### src/rtl/fetch_pkg.sv
// Shared types and constants for the instruction-fetch controller.
// Fetch FSM states, the {inst, pc} pair held by the skid buffer, and the word-align helper.
package fetch_pkg;

  typedef enum logic [1:0] {
    BOOT  = 2'd0,
    FETCH = 2'd1,
    DROP  = 2'd2
  } state_t;

  localparam logic [31:0] RESET_PC_DEFAULT = 32'h0000_0000;
  localparam logic [31:0] NOP              = 32'h0000_0000;

  typedef struct packed {
    logic [31:0] inst;
    logic [31:0] pc;
  } fetch_word_t;

  function automatic logic [31:0] word_align(input logic [31:0] a);
    return a & ~32'h3;
  endfunction

endpackage

### src/rtl/fetch_skid.sv
// One-entry skid buffer holding an {inst, pc} pair while decode is stalled.
// Flush has priority over push/pop; push and pop may occur in the same cycle.
module fetch_skid
  import fetch_pkg::*;
(
  input  logic        clk,
  input  logic        clrn,
  input  logic        push,
  input  logic        pop,
  input  logic        flush,
  input  fetch_word_t din,
  output fetch_word_t dout,
  output logic        full
);

  fetch_word_t data_q, data_d;
  logic        full_q, full_d;

  always_comb begin
    data_d = data_q;
    full_d = full_q;
    if (flush) begin
      full_d = 1'b0;
    end else begin
      if (pop) full_d = 1'b0;
      if (push) begin
        full_d = 1'b1;
        data_d = din;
      end
    end
  end

  always_ff @(posedge clk or negedge clrn) begin
    if (!clrn) begin
      data_q <= '0;
      full_q <= 1'b0;
    end else begin
      data_q <= data_d;
      full_q <= full_d;
    end
  end

  assign dout = data_q;
  assign full = full_q;

endmodule

### src/rtl/fetch_ctrl.sv
// Instruction-fetch sequencer: owns the PC, runs the ROM req/ack handshake and feeds decode.
// Optional macro ALIGN_CHK_EN: misaligned redirects are ignored and flagged on misalign_err.
module fetch_ctrl
  import fetch_pkg::*;
#(
  parameter logic [31:0] RESET_PC = RESET_PC_DEFAULT,
  parameter int          AW       = 32
) (
  input  logic          clk,
  input  logic          clrn,
  output logic [AW-1:0] pc,
  input  logic [AW-1:0] pc_plus4,
  output logic          mem_req,
  input  logic          mem_ack,
  input  logic [31:0]   inst_in,
  input  logic          redirect,
  input  logic [AW-1:0] redirect_pc,
  input  logic          stall,
  output logic          inst_valid,
  output logic [31:0]   inst_out,
  output logic [AW-1:0] inst_pc
`ifdef ALIGN_CHK_EN
  ,
  output logic          misalign_err
`endif
);

  state_t          state_q, state_d;
  logic [AW-1:0]   pc_q, pc_d;
  logic [AW-1:0]   pend_pc_q, pend_pc_d;
  logic            in_flight_q, in_flight_d;
  logic            inst_valid_q, inst_valid_d;
  logic [31:0]     inst_out_q, inst_out_d;
  logic [AW-1:0]   inst_pc_q, inst_pc_d;

  logic            redir, ack_v, consume, accept;
  logic [AW-1:0]   redir_tgt;
  logic            skid_push, skid_pop, skid_flush, skid_full;
  fetch_word_t     skid_din, skid_dout;

`ifdef ALIGN_CHK_EN
  logic            misaligned;
  logic            misalign_err_q, misalign_err_d;
  assign misaligned   = redirect & (redirect_pc[1:0] != 2'b00);
  assign redir        = redirect & ~misaligned;
  assign misalign_err = misalign_err_q;
`else
  assign redir = redirect;
`endif

  assign redir_tgt = word_align(redirect_pc);
  assign mem_req   = in_flight_q | ((state_q == FETCH) & ~skid_full) | (state_q == DROP);
  // Acks are only meaningful against an issued request; stale acks in BOOT fall out here.
  assign ack_v     = mem_ack & mem_req;
  assign consume   = inst_valid_q & ~stall;
  assign skid_din  = '{inst: inst_in, pc: pc_q};

  always_comb begin
    state_d      = state_q;
    pc_d         = pc_q;
    pend_pc_d    = pend_pc_q;
    in_flight_d  = mem_req & ~mem_ack;
    inst_valid_d = inst_valid_q;
    inst_out_d   = inst_out_q;
    inst_pc_d    = inst_pc_q;
    skid_push    = 1'b0;
    skid_pop     = 1'b0;
    skid_flush   = 1'b0;
    accept       = 1'b0;
`ifdef ALIGN_CHK_EN
    misalign_err_d = misaligned;
`endif

    unique case (state_q)
      BOOT: begin
        state_d = FETCH;
        if (redir) pc_d = redir_tgt;
      end
      FETCH: begin
        if (redir) begin
          // A request already on the bus must drain before the pc can move.
          if (mem_req & ~mem_ack) begin
            pend_pc_d = redir_tgt;
            state_d   = DROP;
          end else begin
            pc_d = redir_tgt;
          end
        end else if (ack_v) begin
          accept = 1'b1;
          pc_d   = pc_plus4;
        end
      end
      DROP: begin
        if (redir) pend_pc_d = redir_tgt;
        if (ack_v) begin
          pc_d    = redir ? redir_tgt : pend_pc_q;
          state_d = FETCH;
        end
      end
      default: state_d = BOOT;
    endcase

    if (redir) begin
      inst_valid_d = 1'b0;
      skid_flush   = 1'b1;
    end else if (consume | ~inst_valid_q) begin
      if (skid_full) begin
        inst_valid_d = 1'b1;
        inst_out_d   = skid_dout.inst;
        inst_pc_d    = skid_dout.pc;
        skid_pop     = 1'b1;
        skid_push    = accept;
      end else if (accept) begin
        inst_valid_d = 1'b1;
        inst_out_d   = inst_in;
        inst_pc_d    = pc_q;
      end else begin
        inst_valid_d = 1'b0;
      end
    end else if (accept) begin
      skid_push = 1'b1;
    end
  end

  always_ff @(posedge clk or negedge clrn) begin
    if (!clrn) begin
      state_q      <= BOOT;
      pc_q         <= RESET_PC;
      pend_pc_q    <= '0;
      in_flight_q  <= 1'b0;
      inst_valid_q <= 1'b0;
      inst_out_q   <= NOP;
      inst_pc_q    <= '0;
    end else begin
      state_q      <= state_d;
      pc_q         <= pc_d;
      pend_pc_q    <= pend_pc_d;
      in_flight_q  <= in_flight_d;
      inst_valid_q <= inst_valid_d;
      inst_out_q   <= inst_out_d;
      inst_pc_q    <= inst_pc_d;
    end
  end

`ifdef ALIGN_CHK_EN
  always_ff @(posedge clk or negedge clrn) begin
    if (!clrn) misalign_err_q <= 1'b0;
    else       misalign_err_q <= misalign_err_d;
  end
`endif

  fetch_skid u_skid (
    .clk   (clk),
    .clrn  (clrn),
    .push  (skid_push),
    .pop   (skid_pop),
    .flush (skid_flush),
    .din   (skid_din),
    .dout  (skid_dout),
    .full  (skid_full)
  );

  assign pc         = pc_q;
  assign inst_valid = inst_valid_q;
  assign inst_out   = inst_out_q;
  assign inst_pc    = inst_pc_q;

endmodule

### config.mk
export PLATFORM = sky130hd
export DESIGN_NAME = fetch_ctrl
export DESIGN_NICKNAME = d
export VERILOG_FILES = /design/src/rtl/fetch_pkg.sv /design/src/rtl/fetch_skid.sv /design/src/rtl/fetch_ctrl.sv
export SDC_FILE = /design/constraint.sdc
export NUM_CORES = 1
export LEC_CHECK = 0
export BUFFER_PORTS_ARGS = -buffer_cell sky130_fd_sc_hd__buf_4
export CAP_MARGIN = 20
export CORE_AREA = 4 4 133 135
export CTS_BUF_LIST = sky130_fd_sc_hd__clkbuf_16
export DETAILED_ROUTE_END_ITERATION = 12
export DIE_AREA = 0 0 137 139
export GPL_ROUTABILITY_DRIVEN = 1
export PLACE_DENSITY = 0.8
export SYNTH_ARGS = -nofsm -noshare
export SYNTH_HDL_FRONTEND = slang
export SYNTH_SLANG_ARGS = --single-unit
### constraint.sdc
create_clock -name clk -period 2.42 [get_ports clk]
set_input_delay 0.363 -clock clk [delete_from_list [all_inputs] [get_ports clk]]
set_output_delay 0.363 -clock clk [all_outputs]
set_load 0.02 [all_outputs]
==> impl_metrics.py <==
metrics = {
    "clock_tree": {
        "post_cts_resized": 0,
        "cts-root-buf": "clkbuf_16",
        "numCtsBuffers": 17,
        "h-tree-depth": 4,
        "cts_buffer_depth": 2,
        "cts_tree": "done",
        "cts.sink_count": 197,
        "path_clk_slew_ns": 0.06,
        "clk_latency_ns": 0.42,
    },
    "setup_path": {
        "cp-start-kind": "flip-flop",
        "worstPathCellList": "buf_4 > a21oi_1 > a211oi_4 > buf_12 > nor2_1 > a21oi_1",
        "worst-path-buf-inv": 2,
        "reg2reg_depth": 6,
        "critPathMaxFanout": 65,
        "cpLargestDelayFamily": "buffers and inverters",
        "rrSetupSlack_ns": 0.11,
        "critPathSlowestCell": "buf_4",
        "cp-end-kind": "flip-flop",
        "crit_required_ns": 2.75,
        "crit_type": "flip-flop to flip-flop",
        "worstPathArrival_ns": 2.63,
        "r2r-start": "u_skid.full",
        "max_stage_delay_ns": 0.53,
        "r2r_end": "inst_pc[3]",
        "path_common_cell": "a21oi_1",
    },
    "yosys": {
        "syn_area_um2": 8813,
        "ys_seq_area_share_pct": 55.93,
        "yosysTopAreaCellShare_pct": 55.93,
        "syn_inst": 668,
        "synthTopCellsByArea": "dfrtp_1 (56%), mux2_2 (9.8%), mux2i_1 (7.4%)",
        "yosysWarnings": 0,
        "syn_area_per_cell_um2": 13.19,
        "synth_top_cell_by_area": "dfrtp_1",
        "synth_seq_cells": 197,
        "synthDistinctLibCells": 33,
        "synth_fp_nets": 774,
    },
    "route": {
        "dr.pass1.iters": 4,
        "dr.first_iter.drc_count": 224,
        "viasPerCell": 5.563,
        "vias": 6058,
        "drtAntennaViolNets": 0,
        "drt_wl_total_um": 21280,
        "drcViolationCount": 0,
        "wl_per_cell_um": 19.54,
    },
    "outcome": {
        "status": "finished clean",
    },
    "grt": {
        "antenna_found_initial": 1,
        "grt_overflow": 0,
        "grt_pass1_vias": 6655,
        "gr-usage-all-layers_pct": 22.71,
        "grt_first_pass_wirelength_um": 34140,
        "grt_max_degree": 71,
    },
    "place": {
        "gp_congestion": 0.7560,
        "hpwlAfterDp_um": 14670,
        "placed_area_um2": 10550,
        "port-buffer-count": 196,
    },
    "power_and_ir_drop": {
        "ir_drop_mv": 0.7042,
        "p_sw_mw": 5.428,
        "power.density_nw_per_um2": 1331,
        "power_frac_seq_pct": 37.8,
        "switching_share_pct": 36.54,
        "p_clk_share_pct": 19.3,
        "p_int_mw": 9.424,
        "p_comb_share_pct": 42.9,
        "total_leakage_power_nw": 5.042,
    },
    "timing": {
        "hold_violations": 0,
        "max_slew.worst_pin.slew_ns": 0.6471,
        "clock_skew_ns": 0.009870,
        "holdWs_ns": 0.1377,
        "tns_ns": 0,
        "rsz0062_at_grt": "no",
        "setup_viol": 0,
        "finalMaxSlewViolations": 0,
        "relSlewSlack_pct": 56.86,
        "period_share_pct": 95.27,
        "max_freq_ghz": 0.4337,
        "fin_crit_ns": 2.306,
    },
    "cells_and_area": {
        "nFillCells": 1232,
        "layout.nets": 962,
        "design_area_um2": 11160,
        "multi_input_area_um2": 3583,
        "antenna_cells": 0,
        "layout-drive-gt1-share_pct": 42.35,
        "area_delta_synth_final_pct": 26.59,
        "final-seq-area_um2": 4933,
    },
    "die": {
        "core_um2": 16470,
        "io_pins": 199,
        "start_util_pct": 53.53,
        "die_x_um": 137,
        "rows": 47,
        "fp.dieArea_um2": 19040,
        "die_h_um": 139,
    },
    "hold_path": {
        "hold_depth": 2,
        "hold_end": "in_flight_q",
        "hold_class": "primary input to flip-flop",
        "hold_path.startpoint": "mem_ack",
    },
    "flow_run": {
        "cap_violations": 0,
    },
}
==> cells in the final DEF, fill, tap and decap left out, types with 17 or more instances in the layout <==
master	instances
o2bb2ai_1	30
mux2i_1	65
dfrtp_1	196
buf_4	210
mux2_2	77
nor2_1	67
a22oi_1	32
mux2_4	40
clkbuf_16	17
a21oi_1	69
==> logic make-up after synthesis <==
group,Yosys count,share of synthesized area [%]
and+or+nand+nor,77,3.379
AOI/OAI and AO/OA,141,10.99
adders and majority gates,5,0.7098
buffers and inverters,56,3.677
muxes,192,25.31
DFF,197,55.93
==> cell type report <==
| class | instances | share of cell area [%] |
|---|---|---|
| flip-flops and latches | 197 | 44.22 |
| multi-input cells | 415 | 32.12 |
| repair buffers | 219 | 15.60 |
| clock buffers | 17 | 3.813 |
| inverters | 6 | 0.2243 |
| well taps | 220 | 2.467 |
| clock inverters | 15 | 1.559 |
==> stage by stage <==
step	worst slack [ns]	total power [mW]	util, %	cells
6_report	0.1144	14.85	67.76	1089
5_1_grt	0.003549	15.74	67.76	1089
4_1_cts	0.1109	14.99	67.76	1089
3_5_place_dp	0.1459	12.07	64.06	1056
3_3_place_gp	0.2123	11.69	64.06	1056
2_1_floorplan	0.4934	9.410	-	668
==> synth_stat cells <==
| cell type | number |
|---|---|
| dfrtp_1 | 197 |
| mux2_2 | 77 |
| a21oi_1 | 69 |
| nor2_1 | 68 |
| mux2i_1 | 65 |
| mux2_4 | 40 |
| a22oi_1 | 32 |
| o2bb2ai_1 | 30 |
| buf_2 | 22 |
| clkbuf_1 | 17 |
| mux2_1 | 10 |
| buf_8 | 5 |
| ha_1 | 5 |
| inv_1 | 5 |
| nand2_1 | 5 |
| buf_6 | 3 |
| nor2b_1 | 2 |
| a2111oi_4 | 1 |
| a211oi_2 | 1 |
| a211oi_4 | 1 |
| a22o_1 | 1 |
| a41o_1 | 1 |
| buf_1 | 1 |
| buf_4 | 1 |
| clkbuf_2 | 1 |
| inv_4 | 1 |
| nand2b_1 | 1 |
| nand3_1 | 1 |
| o2111ai_1 | 1 |
| o211ai_2 | 1 |
| o21a_1 | 1 |
| o21ai_0 | 1 |
| o21bai_1 | 1 |
==> state kept, by name, summed over array words and instances, names as in the netlist <==
| signal | flops |
|---|---|
| in_flight_q | 1 |
| u_skid.dout | 64 |
| inst_out | 32 |
| pend_pc_q | 32 |
| inst_pc | 32 |
| inst_valid | 1 |
| pc | 32 |
| state_q | 2 |
| u_skid.full | 1 |
==> layer usage <==
metal | up-vias | part of all wire, % | GRT usage [%]
li1 | 2777 | - | -
met3 | 34 | 8.1 | 8.019
met4 | 2 | 1.8 | 7.195
met5 | - | 0.061 | 0
met1 | 3049 | 41 | 27.92
met2 | 196 | 50 | 37.46
==> worst max path at each step <==
stage	to	depth (start not counted)	startpoint
after floorplan	u_skid.dout[0]	7	state_q[1]
after global placement	u_skid.dout[21]	6	state_q[1]
after detailed placement	pc[16]	7	state_q[0]
after CTS	inst_pc[3]	6	u_skid.full
after global routing	pc[16]	7	state_q[0]
final	inst_pc[3]	6	u_skid.full
==> repair_timing <==
item	in CTS	in global routing
endpoints found under the hold margin	67	0
hold buffers	1	0
endpoints found under the setup margin	0	0
buffers inserted	0	0
==> power by group through the flow <==
stage,combinational (mW),sequential [mW],clock [mW]
2_1_floorplan,3.04,6.37,0
3_3_place_gp,6.16,5.53,0
3_5_place_dp,6.43,5.64,0
4_1_cts,6.46,5.60,2.93
5_1_grt,6.90,5.78,3.07
6_report,6.37,5.61,2.87
Note: power is estimated with default switching activity, not from simulation.
